## config.mk

```make
export PLATFORM = sky130hd
export DESIGN_NAME = down_counter_ld
export DESIGN_NICKNAME = d
export VERILOG_FILES = /design/src/rtl/counter_pkg.sv /design/src/rtl/dff_ar.sv /design/src/rtl/down_counter_ld.sv
export SDC_FILE = /design/constraint.sdc
export NUM_CORES = 1
export LEC_CHECK = 0
export ABC_AREA = 1
export CAP_MARGIN = 20
export CORE_AREA = 2 2 39 41
export DETAILED_ROUTE_END_ITERATION = 8
export DIE_AREA = 0 0 41 43
export RECOVER_POWER = 100
export SETUP_SLACK_MARGIN = 0.2
export SYNTH_ARGS = -nofsm -noshare
export SYNTH_HDL_FRONTEND = slang
export SYNTH_SLANG_ARGS = --single-unit
```

## constraint.sdc

```tcl
create_clock -name clk -period 2.45 [get_ports clk]
set_input_delay 0.3675 -clock clk [delete_from_list [all_inputs] [get_ports clk]]
set_output_delay 0.3675 -clock clk [all_outputs]
set_load 0.05 [all_outputs]
```

## src/rtl/counter_pkg.sv

```systemverilog
`default_nettype none
// ============================================================================
//  Module   : counter_pkg
//  Purpose  : Shared constants for the counter family (default width and
//             wrap-mode selectors used by the AUTO_RELOAD parameter).
//  Ports    : none (package)
//  Revision : 1.0  initial release
// ============================================================================
package counter_pkg;

    localparam int DEFAULT_WIDTH = 3;

    // Behaviour when an enabled decrement happens at zero.
    localparam bit WRAP_ONES   = 1'b0;  // wrap to all ones
    localparam bit WRAP_RELOAD = 1'b1;  // restart from the stored reload value

endpackage : counter_pkg
`default_nettype wire

```

## src/rtl/dff_ar.sv

```systemverilog
`default_nettype none
// ============================================================================
//  Module   : dff_ar
//  Purpose  : Single-bit D flip-flop with asynchronous active-high reset and
//             a parameterised reset value.
//  Ports    : clk  - rising-edge clock
//             rst  - asynchronous active-high reset
//             i_d  - data input
//             o_q  - registered output
//  Revision : 1.0  initial release
// ============================================================================
module dff_ar #(
    parameter logic RESET_VAL = 1'b0
) (
    input  logic clk,
    input  logic rst,
    input  logic i_d,
    output logic o_q
);

    logic r_q;

    always_ff @(posedge clk or posedge rst) begin
        if (rst) begin
            r_q <= RESET_VAL;
        end else begin
            r_q <= i_d;
        end
    end

    assign o_q = r_q;

endmodule : dff_ar
`default_nettype wire

```

## src/rtl/down_counter_ld.sv

```systemverilog
`default_nettype none
// ============================================================================
//  Module   : down_counter_ld
//  Purpose  : Loadable WIDTH-bit binary down counter with a registered
//             one-cycle terminal-count pulse. On an enabled decrement from
//             zero it either wraps to all ones or restarts from the last
//             loaded value (AUTO_RELOAD).
//  Ports    : clk      - rising-edge clock
//             reset    - asynchronous active-high reset
//             load     - load request (priority over en)
//             load_val - value written to Count and the reload register
//             en       - count enable
//             Count    - registered counter value
//             zero     - combinational Count == 0
//             tc       - registered terminal-count pulse
//  Revision : 1.0  initial release
// ============================================================================
module down_counter_ld
    import counter_pkg::*;
#(
    parameter int               WIDTH       = DEFAULT_WIDTH,
    parameter logic [WIDTH-1:0] RESET_VAL   = '1,
    parameter bit               AUTO_RELOAD = WRAP_ONES
) (
    input  logic             clk,
    input  logic             reset,
    input  logic             load,
    input  logic [WIDTH-1:0] load_val,
    input  logic             en,
    output logic [WIDTH-1:0] Count,
    output logic             zero,
    output logic             tc
);

    typedef logic [WIDTH-1:0] count_t;

    count_t r_count;
    count_t r_reload;
    logic   r_tc;

    count_t w_borrow;
    count_t w_count_d;
    count_t w_reload_d;
    logic   w_zero;
    logic   w_wrap;
    logic   w_tc_d;

    // Ripple-borrow chain: bit i toggles when enabled and every lower bit
    // is zero. At Count == 0 every bit toggles, giving the natural wrap to
    // all ones; en low leaves the chain all zero so Count holds.
    assign w_borrow[0] = en;

    for (genvar i = 1; i < WIDTH; i++) begin : g_borrow
        assign w_borrow[i] = w_borrow[i-1] & ~r_count[i-1];
    end

    assign w_zero = (r_count == '0);
    assign w_wrap = en & w_zero;

    always_comb begin
        w_count_d = r_count ^ w_borrow;
        if (load) begin
            w_count_d = load_val;
        end else if (w_wrap && (AUTO_RELOAD == WRAP_RELOAD)) begin
            w_count_d = r_reload;
        end
    end

    assign w_reload_d = load ? load_val : r_reload;

    // A load in the same cycle as a wrap suppresses the pulse.
    assign w_tc_d = ~load & w_wrap;

    for (genvar i = 0; i < WIDTH; i++) begin : g_bits
        dff_ar #(
            .RESET_VAL (RESET_VAL[i])
        ) u_count (
            .clk (clk),
            .rst (reset),
            .i_d (w_count_d[i]),
            .o_q (r_count[i])
        );

        dff_ar #(
            .RESET_VAL (RESET_VAL[i])
        ) u_reload (
            .clk (clk),
            .rst (reset),
            .i_d (w_reload_d[i]),
            .o_q (r_reload[i])
        );
    end

    dff_ar #(
        .RESET_VAL (1'b0)
    ) u_tc (
        .clk (clk),
        .rst (reset),
        .i_d (w_tc_d),
        .o_q (r_tc)
    );

    assign Count = r_count;
    assign zero  = w_zero;
    assign tc    = r_tc;

endmodule : down_counter_ld
`default_nettype wire

```

### After elaboration in Yosys (flattened, before gate mapping)

Cells that the tools add are included.

* output and inout port bits: 5
* register bits: 4
* logic and storage cells: 14
* input bits: 7

* bitwise logic cells: 8
* reduce and logical (&&, ||, !) cells: 1
* multiplexer cells: 1

Operators by type and width (count)
* AND 1 bit: 4
* zero test 3 bit: 1
* 2-to-1 mux 3 bit: 1
* inverter 1 bit: 3
* bitwise XOR 3 bit: 1

### Depth between registers and ports, before layout

Gate-level depths: netlist of the first run.

* depth after elaboration: 5
* mapped depth: 7
* mapped depth without buffers: 7

### Cells and area by module

Synthesis of the first run repeated with hierarchy kept, for this count alone.

* cell total of the unflattened synthesis: 28
* area, all modules: 221.5 um^2

By module, submodules not included
* down_counter_ld: seq. area each 0.0 um^2, area an instance 102.6 um^2, times used 1, cells an instance 20
* dff_ar at g_bits[0].u_count ...: seq. area each 26.3 um^2, area an instance 30.0 um^2, times used 3, cells an instance 2
* dff_ar at u_tc: seq. area each 25.0 um^2, area an instance 28.8 um^2, times used 1, cells an instance 2

### Worst setup path after synthesis of the first run

No wires, ideal clock.

* kind: register to output
* start point: register g_bits[2].u_count.r_q
* end point: output port zero
* cell stages (with the launch flop): 4
* data required time: 2.082 ns
* arrival: 0.843 ns
* path buffers: 0
* slack: 1.240 ns
* cells stage by stage: dfstp_2 > inv_1 > nand3_1 > inv_1

* word-level cells in the longest chain between the ends: 1

RTL lines
* start, declared: line dff_ar.sv:21 `logic r_q;`
* start signal, assigned: line dff_ar.sv:27 `r_q <= i_d;`
* zero test 3 bit: line down_counter_ld.sv:57 `assign w_zero = (r_count == '0);`
* end, declared: line down_counter_ld.sv:31 `output logic zero,`

No other way between the ends.

### Worst setup path in the final report of the first run

Ends and elaborated chain as after synthesis.

==> results.ini, run 1 <==
[route]
first_pass_iters=2
highest_layer=met3
postRouteAntennaNets=0
num_vias=194
wl_met2_um=181
finalWirelength_um=411
detail_route.wl_per_cell_um=7.34
vias_per_cell=3.46
wl_met1_um=178
drt_iter0_markers=3
wl_met3_um=51
drc=0

[clock_tree]
numCtsBuffers=3
cts_tree=built
post-cts-setup-buffers=0
cts_hold_buf=0
clkSinkCount=4
clk_pin_slew_worst_paths_ns=0.04
htree_levels=1
cts_root_buf=clkbuf_4
ctsLongestPathBuffers=2
clk-insertion-delay-late_ns=0.24
ctsResizeCount=0

[timing]
maxSlewViolCount=0
period_needed_ns=2.09
finalHoldViolCount=0
timing.slew.headroom_pct=66.7
min_period_over_period_pct=85.3
setup_viol=0
setup_tns_ns=0
holdWs_ns=0.446
rsz0062_at_grt=false
finClkSkew_ns=0.00783
fmax_ghz=0.478
worstMarginPinSlew_ns=0.498

[logic_synthesis]
syn_inst=28
synth.avg_cell_area_um2=8.31
syn_nets=37
ys_types=11
yosys-top-cells-count=nand2_1 (7), inv_1 (6), buf_4 (3), dfstp_2 (3)
yosysWarnings=0
yosysSeqAreaShare_pct=44.6
synth_seq_cells=4
async_flop_share_pct=100
synth_area_um2=233
synth_edf_count=0
synth_area_leaders=dfstp_2 (34%), nand2_1 (11%), dfrtp_1 (11%)
yosysMostFrequentCell=nand2_1
yosysTopAreaCell=dfstp_2
synthFlopType=dfstp_2
synth_top_area_share_pct=33.9

[grt]
antenna_found_initial=0
grt_max_degree=7
grt_overflow=0
grt_pass1_vias=188
grt_util_all_layers_pct=6.66
grt_pass1_wl_um=662

[critical_path]
critPathArrivalTime_ns=1.72
crit_required_ns=2.08
slowest_delay_ns=0.75
setup.worst_path.class=register to output pin
cp_common_cell=inv_1
critPathSlowestCell=dlygate4sd3_1
startpoint_type=register
crit_chain=inv_1, nand3_1, inv_1, dlygate4sd3_1
cp-end-kind=output pin
cp_max_fo=3
cp_num_buf_inv=3
cp_top_family=buffers and inverters

[floorplanning]
row_count=14
die_x_um=41
chipHeight_um=43
die-area_mm2=0.00176
io_pins=12
coreArea_mm2=0.00138
start_util_pct=16.8

[pwr]
seqPwrFrac_pct=32.6
p_total_w=0.000251
pwr-share-comb_pct=32.0
peakVddDrop_uv=204
leakage_nw=0.188
power_switching_w=0.0000841
power.share.switching_pct=33.5
p_per_area_mw_per_mm2=684
p_int_w=0.000167
pwr-share-clk_pct=35.4

[outcome]
outcome=completed

[place]
globalplace.congestion=0.770
portBuffers=11

[hold_path]
min-delay-path-class=input pin to async pin

[layout]
insertedDiodeCount=0
drive_gt1_share_pct=20.0
nets=50
area_growth_syn_to_layout_pct=57.5

[job]
maxCapViolations=0

## layer usage
| metal | GRT usage, % | up-vias |
|---|---|---|
| li1 | - | 104 |
| met1 | 6.54 | 79 |
| met2 | 6.88 | 11 |
| met3 | 3.14 | 0 |
| met4 | 12.0 | 0 |
| met5 | 0 | - |
## logic make-up after synthesis
group	count (synthesis)	share of synthesized area [%]
flip-flops	4	44.6
AND/OR/NAND/NOR	10	19.4
buffers and inverters	10	21.0
AO/OA/AOI/OAI	2	4.30
adder cells (fa/ha/maj)	2	10.8
## power by group through the flow
stage / clock network, W / logic, W / registers (W)
after floorplan: 0 / 0.0000598 / 0.0000843
after global placement: 0 / 0.0000846 / 0.0000827
after detailed placement: 0 / 0.0000852 / 0.0000829
after CTS: 0.0000942 / 0.0000855 / 0.0000822
after global routing: 0.0000971 / 0.0000864 / 0.0000830
final: 0.0000887 / 0.0000803 / 0.0000816
## state kept, by name (all words and copies together), names as in the netlist
signal              flops
g_bits.u_count.o_q      3
u_tc.o_q                1
## metrics by stage
step	util, %	setup WS (ns)	cells	area (um2)
detailed placement	24.6	0.666	52	340
global placement	24.6	0.670	52	340
global route	26.5	0.293	56	367
floorplan	-	1.24	28	233
finish	26.5	0.359	56	367
CTS	26.5	0.395	56	367
## layout by cell type, fill, tap and decap left out, types with 2 or more instances in the layout
master	count
dlygate4sd3_1	8
clkbuf_4	3
dfstp_2	3
nand2_1	7
clkdlybuf4s50_1	3
ha_1	2
inv_1	6
o21ai_0	2
## final cells by class
type	instances	area, um2
Inverter	7	26.3
Sequential cell	4	104
Tap cell	16	20.0
Clock buffer	4	26.3
Multi-Input combinational cell	14	80.1
Timing Repair Buffer	11	110
Fill cell	147	1020
## path summary, 6_finish.rpt
check	start	endpoint	slack (ns)	cells after the start
setup / recovery	g_bits[2].u_count.o_q	zero	0.36	4
hold / removal	reset	u_tc.o_q	0.45	2
setup reg to reg	g_bits[0].u_count.o_q	g_bits[1].u_count.o_q	1.21	4
hold reg to reg	g_bits[2].u_count.o_q	g_bits[2].u_count.o_q	0.59	4
max in group asynchronous	reset	g_bits[1].u_count.o_q	1.78	2
min in group clk	g_bits[2].u_count.o_q	g_bits[2].u_count.o_q	0.59	4
## worst register-to-register path, delay by kind of cell (launching register included)
family | cells | cell delay, ns
AO/OA/AOI/OAI | 1 | 0.16
adder cells (fa/ha/maj) | 2 | 0.43
buffers and inverters | 1 | 0.05
flip-flops | 1 | 0.52
(Power assumes the default switching activity.)
==> run 2: changes to the inputs <==
--- a/config.mk
+++ b/config.mk
@@ -8,10 +8,12 @@
 export ABC_AREA = 1
 export CAP_MARGIN = 20
 export CORE_AREA = 2 2 39 41
+export CTS_CLUSTER_SIZE = 25
 export DETAILED_ROUTE_END_ITERATION = 8
 export DIE_AREA = 0 0 41 43
 export RECOVER_POWER = 100
 export SETUP_SLACK_MARGIN = 0.2
+export SLEW_MARGIN = 25
 export SYNTH_ARGS = -nofsm -noshare
 export SYNTH_HDL_FRONTEND = slang
 export SYNTH_SLANG_ARGS = --single-unit
==> results of run 2 <==
Final layout, timing and power as in run 1 (identical DEF).
==> run 3: changes to the inputs <==
--- a/config.mk
+++ b/config.mk
@@ -6,11 +6,11 @@
 export NUM_CORES = 1
 export LEC_CHECK = 0
 export ABC_AREA = 1
-export CAP_MARGIN = 20
-export CORE_AREA = 2 2 39 41
+export CAP_MARGIN = 10
+export CORE_AREA = 8 8 45 47
 export CTS_CLUSTER_SIZE = 25
 export DETAILED_ROUTE_END_ITERATION = 8
-export DIE_AREA = 0 0 41 43
+export DIE_AREA = 0 0 53 55
 export RECOVER_POWER = 100
 export SETUP_SLACK_MARGIN = 0.2
 export SLEW_MARGIN = 25
==> run 3 against run 2 <==
Effect of this change: die area increased by 65%; via count increased by 3.6%; sequential cell count unchanged; critical path depth unchanged; sequential share of layout area unchanged; largest cell class unchanged; largest power group unchanged.
==> results.ini, run 3 (synthesized netlist as in run 1, its figures left out) <==
[clock_tree]
htree_levels=1  ; unchanged
clk-insertion-delay-late_ns=0.25  ; about the same
cts_root_buf=clkbuf_4
cts_hold_buf=0  ; unchanged
ctsLongestPathBuffers=2  ; unchanged
cts_tree=built
clk_pin_slew_worst_paths_ns=0.04  ; about the same
ctsResizeCount=0  ; unchanged
post-cts-setup-buffers=0  ; unchanged
clkSinkCount=4  ; unchanged
numCtsBuffers=3  ; unchanged

[critical_path]
cp-end-kind=output pin
r2r_setup_slack_ns=1.22  ; about the same
setup.worst_path.class=register to output pin
startpoint_type=register
critPathSlowestCell=dlygate4sd3_1
cp_common_cell=inv_1
slowest_delay_ns=0.77  ; +0.02 ns
crit_required_ns=2.08  ; about the same
crit_chain=inv_1, nand3_1, inv_1, dlygate4sd3_1
critPathArrivalTime_ns=1.71  ; about the same
cp_max_fo=3  ; unchanged

[timing]
worstMarginPinSlew_ns=0.539  ; +0.0409 ns
rsz0062_at_grt=false
finalHoldViolCount=0  ; unchanged
finClkSkew_ns=0.0114  ; +0.00355 ns
timing.slew.headroom_pct=63.9  ; -2.7 points
min_period_over_period_pct=84.9  ; -0.39 points
setup_tns_ns=0  ; unchanged
maxSlewViolCount=0  ; unchanged
period_needed_ns=2.08  ; -0.00945 ns
setup_viol=0  ; unchanged
fmax_ghz=0.481  ; +0.45%

[place]
portBuffers=11  ; unchanged
dpl_cell_area_um2=340  ; unchanged
globalplace.congestion=0.685  ; -11%
dp_hpwl_um=436

[hold_path]
min-delay-path-class=input pin to async pin

[grt]
grt_pass1_vias=212  ; +13%
grt_overflow=0  ; unchanged
grt_pass1_wl_um=848  ; +28%
antenna_found_initial=0  ; unchanged
grt_util_all_layers_pct=4.82  ; -1.8 points
grt_max_degree=7  ; unchanged

[floorplanning]
chipHeight_um=55  ; +28%
die_x_um=53  ; +29%
coreArea_mm2=0.00138  ; unchanged
die-area_mm2=0.00292  ; +65%
start_util_pct=16.8  ; unchanged
io_pins=12  ; unchanged
row_count=14  ; unchanged

[route]
vias_per_cell=3.59  ; +3.6%
detail_route.wl_per_cell_um=9.02  ; +23%
drt_iter0_markers=3  ; unchanged
num_vias=201  ; +3.6%
first_pass_iters=2  ; unchanged
drc=0  ; unchanged
postRouteAntennaNets=0  ; unchanged
finalWirelength_um=505  ; +23%

[layout]
layout_common_cells=dlygate4sd3_1 (8), nand2_1 (7), inv_1 (6)
stdcell_area_um2=367  ; unchanged
final-seq-area_um2=104  ; unchanged
fin_util_pct=26.5  ; unchanged
drive_gt1_share_pct=20.0  ; unchanged
final_common_cell=dlygate4sd3_1
insertedDiodeCount=0  ; unchanged
n_fill_cell=154  ; +4.8%
largest_register_ffs=3  ; unchanged
area_growth_syn_to_layout_pct=57.5  ; unchanged
multiInputGateArea_um2=80.1  ; unchanged
nets=50  ; unchanged

[pwr]
leakage_nw=0.188  ; unchanged
p_per_area_mw_per_mm2=695  ; +1.7%
peakVddDrop_uv=161  ; -21%

[job]
maxCapViolations=0  ; unchanged

[outcome]
outcome=completed

## run 3: area by class of cell
cell class              instances  area share [%]
flip-flops and latches          4            28.3
repair buffers                 11            30.0
well taps                      16            5.46
clock buffers                   4            7.17
inverters                       7            7.17
multi-input cells              14            21.8
## run 3: report_power, final
part / switching (W) / internal [W] / total (W)
Combinational: 0.0000535 / 0.0000272 / 0.0000806
Clock: 0.0000317 / 0.0000614 / 0.0000930
Sequential: 0.00000313 / 0.0000781 / 0.0000812
## run 3: path summary, 6_finish.rpt
kind	start	end	cells after the start
max	g_bits[2].u_count.o_q	zero	4
min	reset	u_tc.o_q	2
max reg2reg	g_bits[0].u_count.o_q	g_bits[1].u_count.o_q	4
min reg2reg	g_bits[2].u_count.o_q	g_bits[2].u_count.o_q	3
max in group asynchronous	reset	g_bits[0].u_count.o_q	2
min in group clk	g_bits[2].u_count.o_q	g_bits[2].u_count.o_q	3
## run 3: critical path: cells and delay by family (launching register included)
| kind | cells | cell delay, ns |
|---|---|---|
| buffers and inverters | 3 | 0.86 |
| flip-flops | 1 | 0.53 |
| AND/OR/NAND/NOR | 1 | 0.09 |
## run 3: metrics by stage
stage / power [W] / hold slack (ns) / std cells / worst slack [ns]
floorplan: 0.000144 / 0.131 / 28 / 1.24
global placement: 0.000168 / 0.563 / 52 / 0.678
detailed placement: 0.000169 / 0.571 / 52 / 0.671
CTS: 0.000264 / 0.314 / 56 / 0.404
global route: 0.000270 / 0.468 / 56 / 0.276
finish: 0.000255 / 0.441 / 56 / 0.369
## run 3: metal layers
layer | GRT usage, % | share of wire (%) | vias to the layer above
li1 | - | - | 104
met1 | 4.12 | 39 | 76
met2 | 4.30 | 27 | 16
met3 | 4.01 | 24 | 5
met4 | 10.3 | 9.5 | 0
met5 | 0 | 0 | -
